### config.mk
export PLATFORM = sky130hd
export DESIGN_NAME = cr_kme_kop_keybuilder
export DESIGN_NICKNAME = d
export VERILOG_FILES = /design/src/rtl/cr_kme_kop_keybuilder_pkg.sv /design/src/rtl/cr_kme_kop_keybuilder.sv
export SDC_FILE = /design/constraint.sdc
export NUM_CORES = 2
export LEC_CHECK = 0
export CORE_UTILIZATION = 33
export CTS_CLUSTER_SIZE = 30
export DETAILED_ROUTE_END_ITERATION = 8
export GPL_TIMING_DRIVEN = 0
export PLACE_DENSITY = 0.56
export RECOVER_POWER = 50
export SLEW_MARGIN = 20
export SYNTH_ARGS = -nofsm -noshare
export SYNTH_HDL_FRONTEND = slang
export SYNTH_SLANG_ARGS = --single-unit
### constraint.sdc
create_clock -name clk -period 11.8 [get_ports clk]
set_clock_uncertainty 0.2 [all_clocks]
set_input_delay 2.95 -clock clk [delete_from_list [all_inputs] [get_ports clk]]
set_output_delay 2.95 -clock clk [all_outputs]
set_load 0.02 [all_outputs]
### src/rtl/cr_kme_kop_keybuilder_pkg.sv
// Shared types and sizing for the KOP key builder: record layout and assembly states.
package cr_kme_kop_keybuilder_pkg;

  localparam int KB_BEAT_W        = 64;
  localparam int KB_BEATS_DEFAULT = 12;
  localparam int DEK_BEATS_DEFAULT = 8;
  localparam int KB_DEK_W         = DEK_BEATS_DEFAULT * KB_BEAT_W;
  localparam int KB_DAK_W         = (KB_BEATS_DEFAULT - DEK_BEATS_DEFAULT) * KB_BEAT_W;

  typedef struct packed {
    logic [KB_DEK_W-1:0] dek;
    logic [KB_DAK_W-1:0] dak;
    logic                dek_zero;
    logic                dak_zero;
  } kb_rec_t;

  typedef enum logic {
    KB_FILL = 1'b0,
    KB_FULL = 1'b1
  } kb_state_e;

endpackage

### src/rtl/cr_kme_kop_keybuilder.sv
// Assembles twelve 64-bit KDF beats into one DEK/DAK key record, with a
// one-deep output register and a held assembly register for backpressure.
module cr_kme_kop_keybuilder
  import cr_kme_kop_keybuilder_pkg::*;
#(
  parameter int KB_BEATS  = KB_BEATS_DEFAULT,
  parameter int DEK_BEATS = DEK_BEATS_DEFAULT
) (
  input  logic         clk,
  input  logic         rst_n,
  input  logic [63:0]  kdf_keybuilder_data,
  input  logic         kdf_keybuilder_valid,
  output logic         keybuilder_kdf_stall,
  output logic         kb_out_valid,
  output logic [511:0] kb_out_dek,
  output logic [255:0] kb_out_dak,
  output logic         kb_out_dek_zero,
  output logic         kb_out_dak_zero,
  input  logic         kb_out_ack,
  output logic [15:0]  kb_rec_count
);

  localparam int DAK_BEATS = KB_BEATS - DEK_BEATS;

  kb_state_e state_q, state_d;
  logic [3:0] acc_cnt;
  logic [3:0] beat_idx;
  logic       beat_acc, last_beat, is_dek_beat, beat_nz;
  logic       load_new, load_held;

  logic [KB_BEATS-1:0][KB_BEAT_W-1:0] asm_p0, asm_d;
  logic    dek_z_p0, dak_z_p0, dek_z_d, dak_z_d;
  kb_rec_t rec_new, rec_held, out_p1;
  logic    vld_p1;

  assign beat_acc    = kdf_keybuilder_valid && (state_q == KB_FILL);
  assign last_beat   = beat_acc && (acc_cnt == 4'(KB_BEATS - 1));
  assign beat_idx    = 4'(KB_BEATS - 1) - acc_cnt;
  assign is_dek_beat = (acc_cnt < 4'(DEK_BEATS));
  assign beat_nz     = |kdf_keybuilder_data;

  // Beat 0 lands in the most significant slot so the record reads MSB first.
  always_comb begin
    asm_d = asm_p0;
    asm_d[beat_idx] = kdf_keybuilder_data;
    dek_z_d = ((acc_cnt == 4'd0) ? 1'b1 : dek_z_p0) & ~(is_dek_beat & beat_nz);
    dak_z_d = ((acc_cnt == 4'd0) ? 1'b1 : dak_z_p0) & ~(~is_dek_beat & beat_nz);
  end

  always_comb begin
    rec_new.dek       = asm_d[KB_BEATS-1 -: DEK_BEATS];
    rec_new.dak       = asm_d[DAK_BEATS-1:0];
    rec_new.dek_zero  = dek_z_d;
    rec_new.dak_zero  = dak_z_d;
    rec_held.dek      = asm_p0[KB_BEATS-1 -: DEK_BEATS];
    rec_held.dak      = asm_p0[DAK_BEATS-1:0];
    rec_held.dek_zero = dek_z_p0;
    rec_held.dak_zero = dak_z_p0;
  end

  always_comb begin
    state_d   = state_q;
    load_new  = 1'b0;
    load_held = 1'b0;
    case (state_q)
      KB_FILL: begin
        if (last_beat) begin
          if (!vld_p1 || kb_out_ack) load_new = 1'b1;
          else                       state_d  = KB_FULL;
        end
      end
      KB_FULL: begin
        if (kb_out_ack) begin
          load_held = 1'b1;
          state_d   = KB_FILL;
        end
      end
      default: state_d = KB_FILL;
    endcase
  end

  always_ff @(posedge clk or negedge rst_n) begin
    if (!rst_n) begin
      state_q <= KB_FILL;
      acc_cnt <= 4'd0;
    end else begin
      state_q <= state_d;
      if (beat_acc) acc_cnt <= last_beat ? 4'd0 : acc_cnt + 4'd1;
    end
  end

  // Stage p0: assembly register, frozen while a finished record waits in FULL.
  always_ff @(posedge clk) begin
    if (beat_acc) begin
      asm_p0   <= asm_d;
      dek_z_p0 <= dek_z_d;
      dak_z_p0 <= dak_z_d;
    end
  end

  // Stage p1: output register, held stable until the consumer acks.
  always_ff @(posedge clk or negedge rst_n) begin
    if (!rst_n) begin
      out_p1       <= '0;
      vld_p1       <= 1'b0;
      kb_rec_count <= 16'd0;
    end else begin
      if (load_new)        out_p1 <= rec_new;
      else if (load_held)  out_p1 <= rec_held;
      if (load_new || load_held) vld_p1 <= 1'b1;
      else if (kb_out_ack)       vld_p1 <= 1'b0;
      if (vld_p1 && kb_out_ack)  kb_rec_count <= kb_rec_count + 16'd1;
    end
  end

  assign keybuilder_kdf_stall = (state_q == KB_FULL);
  assign kb_out_valid         = vld_p1;
  assign kb_out_dek           = out_p1.dek;
  assign kb_out_dak           = out_p1.dak;
  assign kb_out_dek_zero      = out_p1.dek_zero;
  assign kb_out_dak_zero      = out_p1.dak_zero;

endmodule

## Yosys cells after proc, flatten, opt, wreduce, memory -nomap -nowiden

Cells that the tools add are included.

| storage, ports and cells | value |
|---|---|
| register bits | 1562 |
| latch bits | 0 |
| memory bits (writable) | 0 |
| memory bits (read-only) | 0 |
| word-level logic and storage cells | 67 |
| memories | 0 |

| cells by class | value |
|---|---|
| add/sub/neg operators | 3 |
| multipliers | 0 |
| div/mod/pow operators | 0 |
| $lt $le $gt $ge | 3 |
| eq/ne operators | 1 |
| shift-type cells | 0 |
| mux-type cells | 19 |
| bitwise gates (word level) | 8 |
| reductions and logical operators | 11 |

Operators with widths:

| kind | count |
|---|---|
| $mux W770 | 2 |
| $bwmux W768 | 1 |
| $demux W64 S4 | 1 |
| $mux W64 | 1 |
| $reduce_or A64 Y1 | 1 |
| $add A16 B1 Y16 const B | 1 |
| $mux W1 | 12 |
| $lt A4 B5 Y1 const B | 1 |
| $add A4 B1 Y4 const B | 1 |
| $and A1 B1 Y1 | 4 |
| $eq A4 B4 Y1 const B | 1 |
| $ge A4 B1 Y1 const B | 1 |
| $logic_and A1 B1 Y1 | 4 |
| $logic_not A4 Y1 | 1 |
| $lt A4 B4 Y1 const B | 1 |
| $mux W4 | 1 |
| $not A1 Y1 | 4 |
| $reduce_bool A2 Y1 | 2 |
| $sub A4 B4 Y4 const A | 1 |
| $logic_or A1 B1 Y1 | 2 |
| $pmux W1 S2 | 1 |
| $logic_not A1 Y1 | 1 |

## Longest topological paths before layout

| logic depth | value |
|---|---|
| word-level depth | 7 |
| depth in mapped cells | 10 |
| gate-level depth less buffers | 5 |

## Least setup slack after synthesis

No wires, ideal clock.

| path | value |
|---|---|
| kind | input-to-reg |
| from | input kdf_keybuilder_valid |
| to | register out_p1 (netlist bit kb_out_dak[146]) |
| library setup time | 0.126 ns |
| arrival | 13.080 ns |
| required time | 11.474 ns |
| slack | -1.606 ns |
| cell stages on the path | 9 |
| path buffers | 4 |
| cell sequence | nand2b_4 > inv_2 > and3_1 > buf_2 > nor2_1 > buf_6 > buf_6 > buf_6 > a221o_1 |

| between the ends | value |
|---|---|
| word-level cells in the longest chain between the ends | 5 |

RTL lines:

| what | line | text |
|---|---|---|
| from (decl) | cr_kme_kop_keybuilder.sv:12 | `input logic kdf_keybuilder_valid,` |
| $logic_and A1 B1 Y1 * | cr_kme_kop_keybuilder.sv:36 | `assign beat_acc = kdf_keybuilder_valid && (state_q == KB_FILL);` |
| via beat_acc | cr_kme_kop_keybuilder.sv:28 | `logic beat_acc, last_beat, is_dek_beat, beat_nz;` |
| $logic_and A1 B1 Y1 * | cr_kme_kop_keybuilder.sv:37 | `assign last_beat = beat_acc && (acc_cnt == 4'(KB_BEATS - 1));` |
| $mux W1 * | cr_kme_kop_keybuilder.sv:67 | `if (last_beat) begin` |
| $mux W1 * | cr_kme_kop_keybuilder.sv:65 | `case (state_q)` |
| $mux W770 / $reduce_bool A2 Y1 (equally long branches) | - |  |
| to (signal assigned) | cr_kme_kop_keybuilder.sv:108 | `if (load_new) out_p1 <= rec_new;` |
| to (signal assigned) | cr_kme_kop_keybuilder.sv:109 | `else if (load_held) out_p1 <= rec_held;` |
| to (decl) | cr_kme_kop_keybuilder.sv:33 | `kb_rec_t rec_new, rec_held, out_p1;` |

The timed path passes the listed nets; every way through them passes the cells marked *.
A chain may end at the register's enable or synchronous reset.

## Worst setup path in the final report

| path | value |
|---|---|
| from | input kdf_keybuilder_valid |
| to | register asm_p0[589] (netlist bit) (enable) |

| between the ends | value |
|---|---|
| word-level cells in the longest chain between the ends | 1 |

RTL lines:

| what | line | text |
|---|---|---|
| $logic_and A1 B1 Y1 | cr_kme_kop_keybuilder.sv:36 |  |
| via beat_acc | cr_kme_kop_keybuilder.sv:28 |  |
| to (signal assigned) | cr_kme_kop_keybuilder.sv:95 | `asm_p0 <= asm_d;` |
| to (decl) | cr_kme_kop_keybuilder.sv:31 | `logic [KB_BEATS-1:0][KB_BEAT_W-1:0] asm_p0, asm_d;` |

The timed path passes the listed nets, and every way through them passes these cells.

==> impl_metrics.csv <==
group,metric,value,unit
timing,slew_headroom,-294,%
timing,drv_slew,284,
routing,vias_per_cell,5.85,
pwr,seq_power_share,39.1,%
status,status,"finished, violations left",
timing,min_period_over_period,71.0,%
logic_synthesis,synth_top_area_cell,"edfxtp_1",
routing,wire_per_inst,34.3,microns
clock_network,cts_num_sinks,1562,
clock_network,htreeDepth,4,
floorplan,fp.dieW,454,microns
logic_synthesis,synth_warnings,0,
job,drv_cap,6,
pwr,ir_drop,141,uV
pwr,p_total,21.9,mW
pwr,p_leak,36.4,nW
worst_setup_path,r2r_start,"keybuilder_kdf_stall",
routing,finalWirelength,292,mm
logic_synthesis,synthMuxAreaShare,11.8,%
place,gp_congestion,0.880,
timing,fin_crit,8.38,ns
grt,grtUsageMet3,5.51,%
routing,drt-pass1-iter-count,6,
layout,drive_above_1_share,18.2,%
pwr,internal_power,14.2,mW
pwr,comb_power_share,35.3,%
floorplan,die_h,454,microns
pwr,power_switching,7.66,mW
logic_synthesis,synth_seq_cells,1562,
grt,grt_start_max_net_pins,132,
place,port-buffer-count,854,
logic_synthesis,synth_top_family_by_area,"multiplexers",
logic_synthesis,synthAdderAreaFrac,0.0928,%
pwr,power_density,255,nW/um^2
place,hpwl,203,mm
worst_setup_path,worst-r2r-cell-count,5,
timing,tns,0,ns
grt,globalRouteOverflowTotal,0,
clock_network,cts_tree,"built",
grt,grt_pass1_wl,399,mm
min_path,min_from,"kb_rec_count[15]",
logic_synthesis,syn_nets,4682,
worst_setup_path,path_class,"input port to flip-flop",
layout,nets,5744,
floorplan,coreArea,203000,sq um
clock_network,insertion_delay,0.83,ns
grt,grt_pass1_vias,48500,
timing,hold_viol_final,0,
timing,fmax,119,MHz
timing,grt_setup_unrepaired,"no",
logic_synthesis,synthSimpleGateAreaFrac,8.86,%
min_path,worstHoldEndpoint,"kb_rec_count[15]",
routing,antenna_left,0,
layout,layout_commonest_cell,"dfrtp_1",
floorplan,boundaryPins,856,
routing,first_iter_violations,5360,
clock_network,cts_buffers,178,
clock_network,cts_hold_buf,0,
worst_setup_path,arrival,8.62,ns
floorplan,dieArea,206000,sq um
worst_setup_path,path_max_fanout,104,
min_path,hp-class,"flip-flop to flip-flop",
worst_setup_path,crit_path_end_kind,"flip-flop",
logic_synthesis,yosysSeqAreaShare,63.7,%
logic_synthesis,synth_cell_types,39,
clock_network,post_cts_resized,0,
status,failed_checks,"max-capacitance violations, max-slew violations",
logic_synthesis,syn_area_per_cell,14.6,sq um
clock_network,cts_setup_buffers,0,
clock_network,clk_pin_slew,0.06,ns
logic_synthesis,yosys.area.top_type_share,34.3,%
layout,fin_area,85700,sq um
timing,hold_ws,0.273,ns
place,dpl-instance-area,80100,sq um
layout,area_growth,27.1,%
layout,fillerInstances,18500,
pwr,netSwitchingFraction,35.1,%
grt,use_met1,34.8,%
logic_synthesis,synth_xor_area_share,0.195,%
grt,grt_busiest_layer,"met2",
logic_synthesis,synth_area,67400,sq um
logic_synthesis,synth_compound_area_share,11.5,%
grt,use_met2,42.8,%
pwr,clkPwrFrac,25.6,%
worst_setup_path,crit_path_start_kind,"input port",
worst_setup_path,reg2reg_slack,5.45,ns
grt,track_usage,27.5,%
worst_setup_path,crit_required,12.03,ns
floorplan,initial_core_util,33.3,%
routing,dr_total_vias,49800,
timing,worst_pin_slew,5.91,ns
logic_synthesis,ys_top_cells_by_area,"edfxtp_1, dfrtp_1, mux2_2, a221o_1, and3_1",
clock_network,cts_root_buf,"clkbuf_16",
grt,antenna_found_initial,32,
layout,final_cell_mix,"dfrtp_1, clkdlybuf4s50_1, and3_1, edfxtp_1, a221o_1",
clock_network,cts_buffer_depth,3,
worst_setup_path,r2r_end,"asm_p0[589]",
routing,drc_errors,0,
floorplan,rows,165,
timing,setup_viol,0,
place,dp.cells,8163,
logic_synthesis,syn-instance-count,4609,
layout,fin_cells,8509,
min_path,holdPathStages,1,
per-stage QoR:
stage,setup WS [ns],utilization (%)
5_1_grt,2.92,42.3
6_report,3.42,42.3
2_1_floorplan,2.08,-
4_1_cts,5.73,42.4
3_5_place_dp,4.84,39.6
3_3_place_gp,-35.16,39.2
registers in the layout, indices dropped and copies added (netlist names):
| name | cells |
|---|---|
| kb_out_dak_zero | 1 |
| kb_out_dak | 256 |
| kb_rec_count | 16 |
| dek_z_p0 | 1 |
| kb_out_valid | 1 |
| kb_out_dek | 512 |
| asm_p0 | 768 |
| acc_cnt | 4 |
| dak_z_p0 | 1 |
| keybuilder_kdf_stall | 1 |
| kb_out_dek_zero | 1 |
synthesized netlist by cell type (all sizes together):
master and n:
dfrtp 792, and3 770, edfxtp 770, a221o 768
mux2 706, clkbuf 297, nand2 203, buf 201
nor4 19, nand3 10, xor2 9, nand4 8
nor2 8, and2 6, o21ai 6, xnor2 6
ha 5, inv 4, nand3b 4, nor3 3
nand2b 2, o22a 2, a21o 1, a22o 1
a31o 1, a31oi 1, and3b 1, and4 1
clkinv 1, mux2i 1, o211ai 1, or2 1
power groups by stage:
stage                     Sequential [mW]  Clock, mW  Combinational (mW)
after detailed placement             8.58          0                7.76
after floorplan                      9.62          0                2.54
after global placement               8.64          0                7.65
after CTS                            8.52       5.68                7.80
after global routing                 8.69       5.88                7.98
final                                8.55       5.60                7.71
worst max-delay path, cell delays in order:
cell and delay [ns]:
dlygate4sd3_1 0.56, nand2b_1 0.28, inv_16 0.35, clkbuf_1 3.81, buf_16 0.32
worst max-delay path by stage:
stage,slack [ns],start,to
2_1_floorplan,2.08,kdf_keybuilder_valid,kb_out_dak[146]
3_3_place_gp,-35.16,rst_n,kb_out_dak[74]
3_5_place_dp,4.84,kdf_keybuilder_valid,kb_out_dak[228]
4_1_cts,5.73,kdf_keybuilder_valid,kb_out_dak[222]
5_1_grt,2.92,rst_n,kb_out_dek[49]
6_report,3.42,kdf_keybuilder_valid,asm_p0[589]
final cells by class:
type                    instances  area [sq um]  share of cell area (%)
diodes                         15          37.5                  0.0438
plain buffers                 498          2570                    3.00
clock buffers                 258          5040                    5.88
clock inverters                73           718                   0.838
inverters                       5          35.0                  0.0409
multi-input cells            2544         21900                    25.6
flip-flops and latches       1562         42900                    50.1
well taps                    2672          3340                    3.90
repair buffers                882          9090                    10.6
cell families after synthesis:
| kind of cell | Yosys count |
|---|---|
| buffers and inverters | 503 |
| and+or+nand+nor | 1036 |
| DFF | 1562 |
| adders and majority gates | 5 |
| xor gates and xnor gates | 15 |
| muxes | 707 |
| AOI/OAI and AO/OA | 781 |
routing by layer:
metal  share of wire, %  vias to the layer above
met5              0.013                        -
met4                7.6                        6
met3                7.1                      551
met2                 46                     2471
met1                 39                    26200
li1                   -                    20600
(Power assumes the default switching activity.)
